$ cat config.mk
export PLATFORM = sky130hd
export DESIGN_NAME = keypad_scan
export DESIGN_NICKNAME = d
export VERILOG_FILES = /design/src/rtl/keypad_scan.sv
export SDC_FILE = /design/constraint.sdc
export NUM_CORES = 1
export LEC_CHECK = 0
export CAP_MARGIN = 15
export CORE_AREA = 2 2 59 61
export CTS_CLUSTER_DIAMETER = 120
export DETAILED_ROUTE_END_ITERATION = 10
export DIE_AREA = 0 0 61 63
export PLACE_DENSITY = 0.86
export SYNTH_ARGS = -nofsm -noshare
export SYNTH_HDL_FRONTEND = slang
export SYNTH_SLANG_ARGS = --single-unit
$ cat constraint.sdc
create_clock -name clk190hz -period 7.83 [get_ports clk190hz]
set_input_delay 1.1745 -clock clk190hz [delete_from_list [all_inputs] [get_ports clk190hz]]
set_output_delay 1.1745 -clock clk190hz [all_outputs]
set_load 0.01 [all_outputs]
$ cat src/rtl/keypad_scan.sv
// 4x4 keypad scanner: rotates the column drive, debounces a single-row hit,
// and pushes each accepted key code into a four-nibble history.
module keypad_scan #(
  parameter int DEBOUNCE = 4,
  parameter int RELEASE  = 4
) (
  input  logic        clk190hz,
  input  logic        rst,
  input  logic [3:0]  row,
  output logic [3:0]  col,
  output logic [15:0] dataBus,
  output logic [3:0]  keyCode,
  output logic        keyValid
);

  localparam logic [1:0] S_SCAN = 2'd0;
  localparam logic [1:0] S_DEB  = 2'd1;
  localparam logic [1:0] S_WAIT = 2'd2;

  localparam logic [3:0] DEB_N = 4'(DEBOUNCE);
  localparam logic [3:0] REL_N = 4'(RELEASE);

  logic [1:0] state;
  logic [3:0] row_q;
  logic [3:0] deb_cnt;
  logic [3:0] rel_cnt;

  logic [3:0] deb_nxt;
  logic [3:0] rel_nxt;
  logic [3:0] col_rot;
  logic [3:0] code;
  logic       row_hit;

  function automatic logic [1:0] enc(input logic [3:0] v);
    logic [1:0] i;
    i = 2'd0;
    if (v[1]) i = 2'd1;
    if (v[2]) i = 2'd2;
    if (v[3]) i = 2'd3;
    return i;
  endfunction

  // Counters stick at 15 instead of wrapping back to zero.
  assign deb_nxt = (deb_cnt == 4'hF) ? deb_cnt : deb_cnt + 4'd1;
  assign rel_nxt = (rel_cnt == 4'hF) ? rel_cnt : rel_cnt + 4'd1;
  assign col_rot = {col[2:0], col[3]};
  assign code    = {enc(row_q), enc(col)};
  assign row_hit = $onehot(row);

  always_ff @(posedge clk190hz) begin
    if (rst) begin
      state    <= S_SCAN;
      col      <= 4'b0001;
      row_q    <= 4'b0000;
      deb_cnt  <= 4'd0;
      rel_cnt  <= 4'd0;
      dataBus  <= 16'h0000;
      keyCode  <= 4'h0;
      keyValid <= 1'b0;
    end else begin
      keyValid <= 1'b0;
      case (state)
        S_SCAN: begin
          if (row_hit) begin
            row_q   <= row;
            deb_cnt <= 4'd0;
            state   <= S_DEB;
          end else begin
            col <= col_rot;
          end
        end
        S_DEB: begin
          if (row != row_q) begin
            state <= S_SCAN;
            col   <= col_rot;
          end else begin
            deb_cnt <= deb_nxt;
            if (deb_nxt >= DEB_N) begin
              keyValid <= 1'b1;
              keyCode  <= code;
              dataBus  <= {dataBus[11:0], code};
              rel_cnt  <= 4'd0;
              state    <= S_WAIT;
            end
          end
        end
        S_WAIT: begin
          if (row == 4'b0000) begin
            rel_cnt <= rel_nxt;
            if (rel_nxt >= REL_N) begin
              state <= S_SCAN;
              col   <= col_rot;
            end
          end else begin
            rel_cnt <= 4'd0;
          end
        end
        default: begin
          state <= S_SCAN;
          col   <= 4'b0001;
        end
      endcase
    end
  end

endmodule

# After elaboration in Yosys (flattened, before gate mapping)
# Index checks and enable logic that the tools add are counted.
op_classes:
  addsub: 5
  n_lt_le_gt_ge: 2
  eq_ne: 14
  n_mux: 27
  n_bitwise: 2
  n_reduce_logical: 11
ops:
  columns: ["op", "count"]
  rows:
  - ["$mux W4", 11]
  - ["$mux W2", 9]
  - ["$pmux W4 S2", 2]
  - ["$ne A2 B2 Y1 const B", 7]
  - ["$pmux W4 S3", 1]
  - ["$reduce_and A3 Y1", 3]
  - ["$add A4 B1 Y4 const B", 2]
  - ["$eq A4 B4 Y1 const B", 2]
  - ["$ge A4 B3 Y1 const B", 2]
  - ["$reduce_and A4 Y1", 2]
  - ["$pmux W2 S3", 1]
  - ["$add A1 B1 Y2", 2]
  - ["$logic_not A4 Y1", 1]
  - ["$ne A4 B4 Y1", 1]
  - ["$reduce_bool A2 Y1", 2]
  - ["$add A2 B2 Y3", 1]
  - ["$eq A3 B1 Y1 const B", 1]
  - ["$mux W1", 3]
  - ["$ne A3 B3 Y1 const B", 1]
  - ["$reduce_or A3 Y1", 1]
  - ["$eq A2 B1 Y1 const B", 1]
  - ["$eq A2 B2 Y1 const B", 1]
  - ["$logic_not A2 Y1", 1]
  - ["$not A1 Y1", 2]
  - ["$reduce_and A2 Y1", 1]
totals:
  reg_bits: 39

# Depth between registers and ports, before layout
# Gate-level depths: netlist (run 1).
depth:
  ltp_word: 6
  mapped_depth: 11

# Worst setup path after synthesis (run 1)
# Ideal clock, no wire load.
synth_path:
  path_kind: "input to register"
  startpoint: "in row[0]"
  endpoint: "reg deb_cnt[2]"
  setup_ns: 0.114
  arrival_ns: 3.194
  required_ns: 7.716
  setup_slack_ns: 4.522
  path_stages: 11
  cell_sequence: "inv_1 -> fa_1 -> inv_1 -> ha_1 -> ha_1 -> or3b_1 -> nand2b_1 -> buf_6 -> nand2b_2 -> o21ai_0 -> a21o_1"
synth_via:
  elab_chain_len: 5
synth_rtl:
  columns: ["element", "line", "rtl"]
  rows:
  - ["start, declared", "9", "input logic [3:0] row,"]
  - ["$add A1 B1 Y2 (implied by the code)", "48", "assign row_hit = $onehot(row);"]
  - ["$add A2 B2 Y3 (implied by the code)", "48", null]
  - ["$eq A3 B1 Y1", "48", null]
  - ["$ne A2 B2 Y1 (no line)", null, null]
  - ["$reduce_and A3 Y1 (no line) *", null, null]
  - ["end signal, assigned", "77", "deb_cnt <= deb_nxt;"]
  - ["end, declared", "25", "logic [3:0] deb_cnt;"]
# Mark *: on every way between the ends. The rest lies on a longest branch, timed or not.
# A chain may end at the register's enable or synchronous reset.

# Final worst setup path (run 1)
# Same ends and word-level chain as after synthesis.

==> run_results.csv, run 1 <==
group,metric,value,unit
power,power.share.switching,0.264,
placement,globalplace.congestion,0.812,
sta,highest_clock_rate,270,MHz
sta,min_period_over_period,0.473,
sta,final_max_slew_viol_count,0,
worst_setup_path,timing.critical_path.cells,"clkdlybuf4s50_1, inv_1, fa_1, inv_1, ha_1, ha_1, or3b_1, nand2b_1, nand2b_2, o21ai_0, a21o_1",
floorplan,core.rowCount,21,
power,netSwitchingPower,0.0890,mW
power,vdd_drop_max,0.0934,mV
clock_tree,number_of_buffers_added_to_fix_hold_violations_after_cts,0,
synthesis,ys_seq_area_frac,0.412,
clock_tree,post_cts.repair.setup_buffers,0,
worst_setup_path,reg2reg_depth,6,
worst_setup_path,worst_setup_path_start_kind,"input port",
synthesis,ys.warnings.count,0,
sta,finalSetupViolations,0,
worst_setup_path,arrival,3.95,ns
synthesis,synth_top_area_cell,"sky130_fd_sc_hd__dfxtp_1",
route,post_drt_via_cell_ratio,5.21,
synthesis,synthMostInstantiatedCell,"sky130_fd_sc_hd__dfxtp_1",
synthesis,ys_ff_latch,35,
synthesis,synth.lib_cells_used.distinct,33,
global_routing,wire_length_of_the_first_global_routing_pass,5.07,mm
synthesis,post_synth_edffs,0,
floorplan,design.portCount,31,
finish,multi_input_comb_area,896,µm²
finish,layout-drive-gt1-share,0.0698,
clock_tree,path_clk_slew,0.11,ns
global_routing,grt_antenna_before_repair,0,
route,wire_per_inst,11.3,µm
synthesis,synth_top_cells_by_area,"sky130_fd_sc_hd__dfxtp_1 (41%), sky130_fd_sc_hd__mux2i_1 (11%), sky130_fd_sc_hd__nor2_1 (7.3%)",
sta,timing_hold_violations_final,0,
finish,area.growth.synth_to_final,20.4,%
route,detail_route.first_pass.iterations,4,
route,route.antenna.remaining_nets,0,
outcome,status,"finished, final reports clean",
worst_setup_path,critPathSlowestCell,"sky130_fd_sc_hd__fa_1",
clock_tree,insertion_delay,0.34,ns
synthesis,synth_commonest_cells,"sky130_fd_sc_hd__dfxtp_1 (35), sky130_fd_sc_hd__nor2_1 (33), sky130_fd_sc_hd__mux2i_1 (19), sky130_fd_sc_hd__nand2_1 (10), sky130_fd_sc_hd__nor3_1 (9)",
worst_setup_path,critical_path.top_delay_family,"adder cells",
worst_setup_path,worst_setup_path_startpoint,"row[0]",
worst_setup_path,worst_ep_required_time,8.08,ns
worst_hold_path,timing.hold.worst.class,"flop to flop",
power,comb_power_share,0.145,
route,detail_route.drc_violations,0,
clock_tree,clock-sinks,35,
worst_setup_path,crit_path_capture,"deb_cnt[2]",
clock_tree,cts_resized,0,
sta,whs,0.500,ns
sta,setup_tns,0,ns
route,vias,1360,
worst_setup_path,timing.critical_path.to_type,"flop",
power,total_power,0.337,mW
power,internal-power,0.248,mW
finish,antenna-diode-count,0,
clock_tree,clk_path_buf_depth,2,
placement,io_buffers,30,
floorplan,core,3230,µm²
floorplan,initial_core_util,0.527,
clock_tree,cts_tree,"yes",
clock_tree,ctsRootBufferMaster,"sky130_fd_sc_hd__clkbuf_4",
sta,worst_slew_pin_slew,0.840,ns
power,p_leak,0.880,nW
floorplan,dieWidth,61,µm
worst_setup_path,reg2reg_to,"rel_cnt[3]",
floorplan,die_h,63,µm
synthesis,postSynthNetCount,199,
finish,area_used_by_sequential_logic_in_the_layout,701,µm²
synthesis,postSynthCellCount,187,
finish,final_net_count,227,
synthesis,synth_ff_type,"sky130_fd_sc_hd__dfxtp_1",
route,detail_route.wirelength,2.94,mm
global_routing,total_global_routing_track_utilization,0.171,
synthesis,synthDominantCellAreaShare,0.412,
route,drt_iter0_markers,67,
flow_run,max_cap_viol_count,0,
clock_tree,ctsHtreeMaxLevel,2,
worst_setup_path,setup.reg_to_reg.worst_slack,5.71,ns
synthesis,mappedNetlistArea,1700,µm²
power,power_per_standard_cell_area,165,nW/µm²
finish,fillCellCount,294,
global_routing,overflow,0,
synthesis,post_synth.cell_area_avg,9.10,µm²
global_routing,grt_max_degree,34,
power,clock_power_share,0.288,
synthesis,synth-async-reset-ratio,0,
worst_setup_path,worst-path-buf-inv,3,
sta,timing.max_slew.rel_slack,0.437,
worst_setup_path,highest_net_fanout_along_the_worst_path,10,
sta,timing.final.crit_period,3.71,ns
sta,rsz_0062_raised_after_global_routing,"false",
sta,timing.clock.skew,0.0144,ns
placement,hpwlAfterDp,2.17,mm
worst_setup_path,cpPeakStageDelay,0.54,ns
worst_setup_path,timing.rr.start,"deb_cnt[0]",
worst_setup_path,crit_type,"input port to flop",
power,pwr-share-seq,0.567,
global_routing,grt_pass1_vias,1193,
floorplan,die_area,3840,µm²
clock_tree,cts_buffers,5,
worst_setup_path,timing.critical_path.depth,11,
## sequential cells by signal, summed over array words and instances (netlist names)
signal,count
rel_cnt,4
dataBus,16
keyValid,1
deb_cnt,4
state,2
col,4
row_q,4
## through the flow
stage,area [µm²],cells,setup WS [ns],utilization
3_3_place_gp,1990,254,3.83,0.616
5_1_grt,2050,261,3.92,0.634
2_1_floorplan,1700,187,4.52,-
4_1_cts,2050,261,4.10,0.634
3_5_place_dp,1990,254,3.71,0.616
6_report,2050,261,4.12,0.634
## kinds of logic (layout without fill, tap and decap cells)
logic type / after synthesis / count (layout) / share of synthesized area
compound gates: 26 / 26 / 0.112
xor+xnor: 6 / 6 / 0.0309
simple gates: 77 / 77 / 0.224
flops: 35 / 35 / 0.412
buf+inv: 18 / 46 / 0.0618
fa+ha+maj: 6 / 6 / 0.0485
mux: 19 / 19 / 0.112
## worst min-delay path by stage
| stage | start | cells past startpoint | slack (ns) | endpoint |
|---|---|---|---|---|
| after detailed placement | col[0] | 2 | 0.48 | col[1] |
| after global placement | col[0] | 2 | 0.47 | col[1] |
| after floorplan | row_q[0] | 2 | 0.47 | row_q[0] |
| after global routing | col[1] | 2 | 0.52 | col[2] |
| after CTS | col[0] | 2 | 0.50 | col[1] |
| final | col[0] | 2 | 0.50 | col[1] |
## cell type report
cell class | count | share of cell area
multi-input cells | 134 | 0.437
inverters | 8 | 0.0147
flip-flops and latches | 35 | 0.342
well taps | 46 | 0.0281
repair buffers | 31 | 0.150
clock buffers | 6 | 0.0250
clock inverters | 1 | 0.00244
## per-layer routing
| layer | global-route usage | wire length [µm] | vias to the layer above |
|---|---|---|---|
| met4 | 0.0625 | 44 | 0 |
| met3 | 0.0497 | 146 | 6 |
| met2 | 0.273 | 1430 | 40 |
| met5 | 0 | 0 | - |
| li1 | - | - | 693 |
| met1 | 0.214 | 1320 | 621 |
## power by group through the flow
| stage | registers, mW | clock network (mW) | logic (mW) |
|---|---|---|---|
| final | 0.191 | 0.0972 | 0.0489 |
| after global placement | 0.195 | 0 | 0.0481 |
| after floorplan | 0.195 | 0 | 0.0344 |
| after global routing | 0.192 | 0.108 | 0.0550 |
| after CTS | 0.191 | 0.101 | 0.0499 |
| after detailed placement | 0.195 | 0 | 0.0498 |
## layout by cell type (no fill, tap or decap), types with 2 or more instances in the layout
cell / instances
sky130_fd_sc_hd__dfxtp_1: 35
sky130_fd_sc_hd__nor2_1: 33
sky130_fd_sc_hd__clkdlybuf4s50_1: 30
sky130_fd_sc_hd__mux2i_1: 19
sky130_fd_sc_hd__nand2_1: 10
sky130_fd_sc_hd__nor3_1: 9
sky130_fd_sc_hd__inv_1: 8
sky130_fd_sc_hd__a21oi_1: 8
sky130_fd_sc_hd__nor2b_1: 7
sky130_fd_sc_hd__xor2_1: 6
sky130_fd_sc_hd__nand2b_1: 6
sky130_fd_sc_hd__ha_1: 5
sky130_fd_sc_hd__clkbuf_4: 5
sky130_fd_sc_hd__a211oi_1: 4
sky130_fd_sc_hd__nand3_1: 4
sky130_fd_sc_hd__o21ai_0: 4
sky130_fd_sc_hd__and2_1: 2
sky130_fd_sc_hd__a21o_1: 2
sky130_fd_sc_hd__o211ai_1: 2
## worst min-delay path, cell delays in order (launching register included)
cell and delay (ns):
sky130_fd_sc_hd__dfxtp_1 0.34, sky130_fd_sc_hd__nand2_1 0.06, sky130_fd_sc_hd__mux2i_1 0.05
Note: power is estimated with default switching activity, not from simulation.
==> run 2: changes to the inputs <==
- CORE_AREA: 2 2 59 61 -> 2 2 64 66
- DIE_AREA: 0 0 61 63 -> 0 0 66 68
- PLACE_DENSITY: 0.86 -> 0.78
- clock period: 7.83 -> 3.4 ns (I/O delays scaled with it)
==> run_results.csv, run 2 (synthesized netlist as in run 1, its figures left out) <==
group,metric,value,unit
global_routing,grt_pass1_vias,1242,
route,routed-wl-met2,1.42,mm
flow_run,max_cap_viol_count,0,
sta,min_period_over_period,0.872,
worst_setup_path,worst_ep_required_time,3.57,ns
clock_tree,ctsHtreeMaxLevel,2,
floorplan,die_area,4490,µm²
sta,timing.final.crit_period,2.96,ns
route,routed-wl-met3,146,µm
worst_hold_path,hold_start,"col[0]",
power,power_per_standard_cell_area,443,nW/µm²
global_routing,grt_max_degree,26,
finish,finish.utilization,0.550,
clock_tree,cts_tree,"yes",
power,clock_power_share,0.408,
placement,hpwlAfterDp,2.22,mm
worst_setup_path,reg2reg_depth,6,
worst_setup_path,highest_net_fanout_along_the_worst_path,7,
sta,rsz_0062_raised_after_global_routing,"false",
worst_hold_path,timing.hold.worst.class,"flop to flop",
outcome,status,"finished, final reports clean",
route,route.antenna.remaining_nets,0,
power,p_leak,0.912,nW
power,internal-power,0.716,mW
floorplan,dieWidth,66,µm
global_routing,grt_antenna_before_repair,0,
finish,layout.cells.most_common,"sky130_fd_sc_hd__dfxtp_1",
placement,io_buffers,30,
route,post_drt_via_cell_ratio,5.04,
global_routing,total_global_routing_track_utilization,0.160,
placement,globalplace.congestion,0.774,
clock_tree,ctsRootBufferMaster,"sky130_fd_sc_hd__clkbuf_8",
sta,worst_slew_pin_slew,0.861,ns
sta,highest_clock_rate,337,MHz
worst_setup_path,arrival,3.13,ns
route,detail_route.drc_violations,0,
route,wire_per_inst,11.7,µm
sta,timing.max_slew.rel_slack,0.423,
worst_setup_path,timing.critical_path.to_type,"flop",
finish,area.growth.synth_to_final,24.7,%
power,vdd_drop_max,0.224,mV
power,power.share.switching,0.239,
worst_hold_path,hold_path_depth,2,
route,vias,1345,
finish,fillCellCount,390,
floorplan,design.portCount,31,
floorplan,die_h,68,µm
worst_setup_path,crit_type,"input port to flop",
route,detail_route.first_pass.iterations,4,
power,comb_power_share,0.124,
finish,layout-drive-gt1-share,0.0783,
clock_tree,clk_path_buf_depth,2,
power,pwr-share-seq,0.468,
floorplan,core.rowCount,23,
route,wl_met1,1.50,mm
worst_setup_path,setup.reg_to_reg.worst_slack,1.25,ns
global_routing,overflow,0,
worst_setup_path,worst_setup_path_startpoint,"row[0]",
power,netSwitchingPower,0.225,mW
route,drt_iter0_markers,81,
sta,finalSetupViolations,0,
route,top_layer,"met4",
finish,mostFrequentLayoutCells,"sky130_fd_sc_hd__dfxtp_1 (35), sky130_fd_sc_hd__nor2_1 (33), sky130_fd_sc_hd__clkdlybuf4s50_1 (30)",
worst_setup_path,worst_setup_path_start_kind,"input port",
clock_tree,path_clk_slew,0.07,ns
sta,timing.clock.skew,0.00107,ns
finish,antenna-diode-count,0,
clock_tree,clock-sinks,35,
clock_tree,number_of_buffers_added_to_fix_hold_violations_after_cts,0,
sta,final_max_slew_viol_count,0,
route,detail_route.wirelength,3.11,mm
clock_tree,insertion_delay,0.28,ns
clock_tree,cts_buffers,5,
global_routing,wire_length_of_the_first_global_routing_pass,5.44,mm
clock_tree,post_cts.repair.setup_buffers,0,
floorplan,initial_core_util,0.441,
finish,registers.top_by_ff_count,"dataBus",
finish,largest_register_ff_count,16,
sta,timing_hold_violations_final,0,
floorplan,core,3860,µm²
sta,setup_tns,0,ns
clock_tree,cts_resized,0,
worst_setup_path,timing.rr.start,"deb_cnt[0]",
finish,final_net_count,228,
run 2: critical path, cell delays in order:
cell                              delay (ns)
sky130_fd_sc_hd__clkdlybuf4s50_1        0.49
sky130_fd_sc_hd__inv_1                  0.09
sky130_fd_sc_hd__fa_1                   0.54
sky130_fd_sc_hd__inv_1                  0.04
sky130_fd_sc_hd__ha_1                   0.17
sky130_fd_sc_hd__ha_1                   0.26
sky130_fd_sc_hd__or3b_1                 0.39
sky130_fd_sc_hd__nand2b_1               0.23
sky130_fd_sc_hd__buf_4                  0.20
sky130_fd_sc_hd__a21oi_1                0.15
sky130_fd_sc_hd__nor2_1                 0.06
run 2: worst paths after layout:
path / endpoint
setup / recovery: row_q[3]
hold / removal: col[1]
setup reg to reg: rel_cnt[3]
hold reg to reg: col[1]
run 2: cell type report:
class	instances	area, µm²	share of cell area
tap	50	62.6	0.0295
sequential	35	701	0.330
inverter	8	30.0	0.0142
timing repair buffer	32	315	0.149
multi-input combinational	134	896	0.422
clock inverter	2	35.0	0.0165
clock buffer	6	82.6	0.0389
run 2: metrics by stage:
stage	cells	cell area [µm²]	hold slack, ns	power [mW]	worst slack, ns
after floorplan	187	1700	0.474	0.529	0.756
after global placement	259	2000	0.465	0.564	0.227
after detailed placement	259	2000	0.479	0.567	0.136
after CTS	267	2120	0.489	0.953	0.428
after global routing	267	2120	0.504	0.989	0.294
final	267	2120	0.482	0.941	0.437
run 2: per-layer routing:
layer / track usage / vias up
met5: 0 / -
met4: 0.0689 / 0
met3: 0.0493 / 5
met2: 0.269 / 34
met1: 0.189 / 616
li1: - / 690
run 2: power groups by stage:
stage / clock network, mW / logic, mW / registers, mW
2_1_floorplan: 0 / 0.0792 / 0.450
3_3_place_gp: 0 / 0.115 / 0.449
3_5_place_dp: 0 / 0.117 / 0.450
4_1_cts: 0.394 / 0.118 / 0.440
5_1_grt: 0.416 / 0.130 / 0.443
6_report: 0.384 / 0.117 / 0.440
==> run 3: changes to the inputs <==
- CELL_PAD_IN_SITES_DETAIL_PLACEMENT: unset -> 0
- CELL_PAD_IN_SITES_GLOBAL_PLACEMENT: unset -> 1
- CORE_AREA: 2 2 64 66 -> 2 2 73 75
- DIE_AREA: 0 0 66 68 -> 0 0 75 77
==> run_results.csv, run 3 (synthesized netlist as in run 1, its figures left out) <==
group,metric,value,unit
finish,layout-drive-gt1-share,0.0783,
sta,rsz_0062_raised_after_global_routing,"false",
finish,mostFrequentLayoutCells,"sky130_fd_sc_hd__dfxtp_1 (35), sky130_fd_sc_hd__nor2_1 (33), sky130_fd_sc_hd__clkdlybuf4s50_1 (30)",
worst_hold_path,hold_start,"col[0]",
floorplan,die_h,77,µm
sta,timing_hold_violations_final,0,
route,detail_route.wirelength,3.19,mm
route,drt_iter0_markers,33,
clock_tree,clock-sinks,35,
route,route.antenna.remaining_nets,0,
sta,worst_slew_pin_slew,0.873,ns
finish,registers.top_by_ff_count,"dataBus",
worst_setup_path,reg2reg_depth,6,
global_routing,use_met3,0.0315,
worst_setup_path,setup.reg_to_reg.worst_slack,1.27,ns
sta,finalSetupViolations,0,
global_routing,use_met2,0.176,
floorplan,core.rowCount,26,
floorplan,core,4980,µm²
worst_setup_path,highest_net_fanout_along_the_worst_path,6,
finish,finish.utilization,0.427,
route,detail_route.first_pass.iterations,4,
global_routing,use_met1,0.169,
worst_hold_path,timing.hold.worst.class,"flop to flop",
clock_tree,number_of_buffers_added_to_fix_hold_violations_after_cts,0,
clock_tree,cts_tree,"yes",
worst_setup_path,reg2reg_to,"rel_cnt[3]",
sta,final_max_slew_viol_count,0,
worst_hold_path,hold_path_depth,2,
finish,largest_register_ff_count,16,
clock_tree,post_cts.repair.setup_buffers,0,
worst_setup_path,arrival,3.09,ns
power,p_leak,0.902,nW
clock_tree,path_clk_slew,0.07,ns
worst_setup_path,timing.critical_path.to_type,"flop",
global_routing,grt_antenna_before_repair,0,
worst_setup_path,crit_type,"input port to flop",
global_routing,grt_max_degree,26,
clock_tree,cts_buffers,5,
sta,highest_clock_rate,340,MHz
floorplan,design.portCount,31,
floorplan,initial_core_util,0.342,
sta,timing.final.crit_period,2.94,ns
global_routing,grt_busiest_layer,"met2",
worst_setup_path,worst_ep_required_time,3.55,ns
clock_tree,ctsRootBufferMaster,"sky130_fd_sc_hd__clkbuf_8",
placement,globalplace.congestion,0.867,
sta,timing.clock.skew,0.00487,ns
sta,setup_tns,0,ns
outcome,status,"finished, final reports clean",
power,vdd_drop_max,0.177,mV
power,power_per_standard_cell_area,402,nW/µm²
global_routing,grt_pass1_vias,1217,
route,detail_route.drc_violations,0,
finish,antenna-diode-count,0,
clock_tree,cts_resized,0,
route,post_drt_via_cell_ratio,4.57,
clock_tree,clk_path_buf_depth,2,
finish,fillCellCount,515,
worst_setup_path,worst_setup_path_start_kind,"input port",
finish,final_net_count,229,
global_routing,wire_length_of_the_first_global_routing_pass,5.49,mm
sta,min_period_over_period,0.865,
global_routing,overflow,0,
sta,timing.max_slew.rel_slack,0.415,
worst_setup_path,timing.rr.start,"deb_cnt[0]",
floorplan,die_area,5780,µm²
finish,layout.cells.most_common,"sky130_fd_sc_hd__dfxtp_1",
flow_run,max_cap_viol_count,0,
clock_tree,insertion_delay,0.28,ns
global_routing,total_global_routing_track_utilization,0.121,
placement,hpwlAfterDp,2.31,mm
placement,io_buffers,30,
clock_tree,ctsHtreeMaxLevel,2,
floorplan,dieWidth,75,µm
finish,area.growth.synth_to_final,24.9,%
route,vias,1312,
worst_hold_path,hold_path_end,"col[1]",
route,wire_per_inst,11.1,µm
run 3: metal layers:
layer,vias up,share of wire
met3,2,0.046
met4,0,0.0078
met2,36,0.43
met1,585,0.52
met5,-,0
li1,689,-
run 3: cell type report:
cell class,instances,area (µm²),area share
repair buffers,33,323,0.152
clock buffers,6,82.6,0.0389
multi-input cells,134,896,0.422
well taps,70,87.6,0.0412
clock inverters,1,5.00,0.00236
flip-flops and latches,35,701,0.330
inverters,8,30.0,0.0141
run 3: how the worst max path moves through the flow:
stage               cells after the start  slack, ns   start          to
detailed placement                     11       0.16  row[0]    row_q[2]
global placement                       11       0.20  row[0]    row_q[0]
finish                                 11       0.46  row[0]    row_q[2]
global route                           12       0.23  row[0]    row_q[3]
CTS                                    11       0.45  row[0]    row_q[2]
floorplan                              11       0.76  row[0]  deb_cnt[2]
run 3: power by group:
| part | total (mW) | switching [mW] | internal, mW |
|---|---|---|---|
| combinational | 0.117 | 0.0628 | 0.0545 |
| clock | 0.296 | 0.137 | 0.159 |
| sequential | 0.441 | 0.0157 | 0.425 |
| total | 0.854 | 0.216 | 0.638 |
run 3: stage by stage:
step	hold WS [ns]	setup slack [ns]	std cells	power [mW]	area, µm²
3_5_place_dp	0.478	0.158	280	0.569	2040
2_1_floorplan	0.474	0.756	187	0.529	1700
5_1_grt	0.529	0.231	287	0.905	2120
3_3_place_gp	0.467	0.199	280	0.567	2040
4_1_cts	0.487	0.451	287	0.867	2120
6_report	0.479	0.460	287	0.854	2120
run 3: worst max-delay path, cell delays in order:
cell	delay, ns
sky130_fd_sc_hd__clkdlybuf4s50_1	0.49
sky130_fd_sc_hd__inv_1	0.09
sky130_fd_sc_hd__fa_1	0.53
sky130_fd_sc_hd__inv_1	0.04
sky130_fd_sc_hd__ha_1	0.17
sky130_fd_sc_hd__ha_1	0.26
sky130_fd_sc_hd__or3b_1	0.38
sky130_fd_sc_hd__nand2b_1	0.23
sky130_fd_sc_hd__buf_4	0.20
sky130_fd_sc_hd__mux2i_1	0.14
sky130_fd_sc_hd__nor2_1	0.05
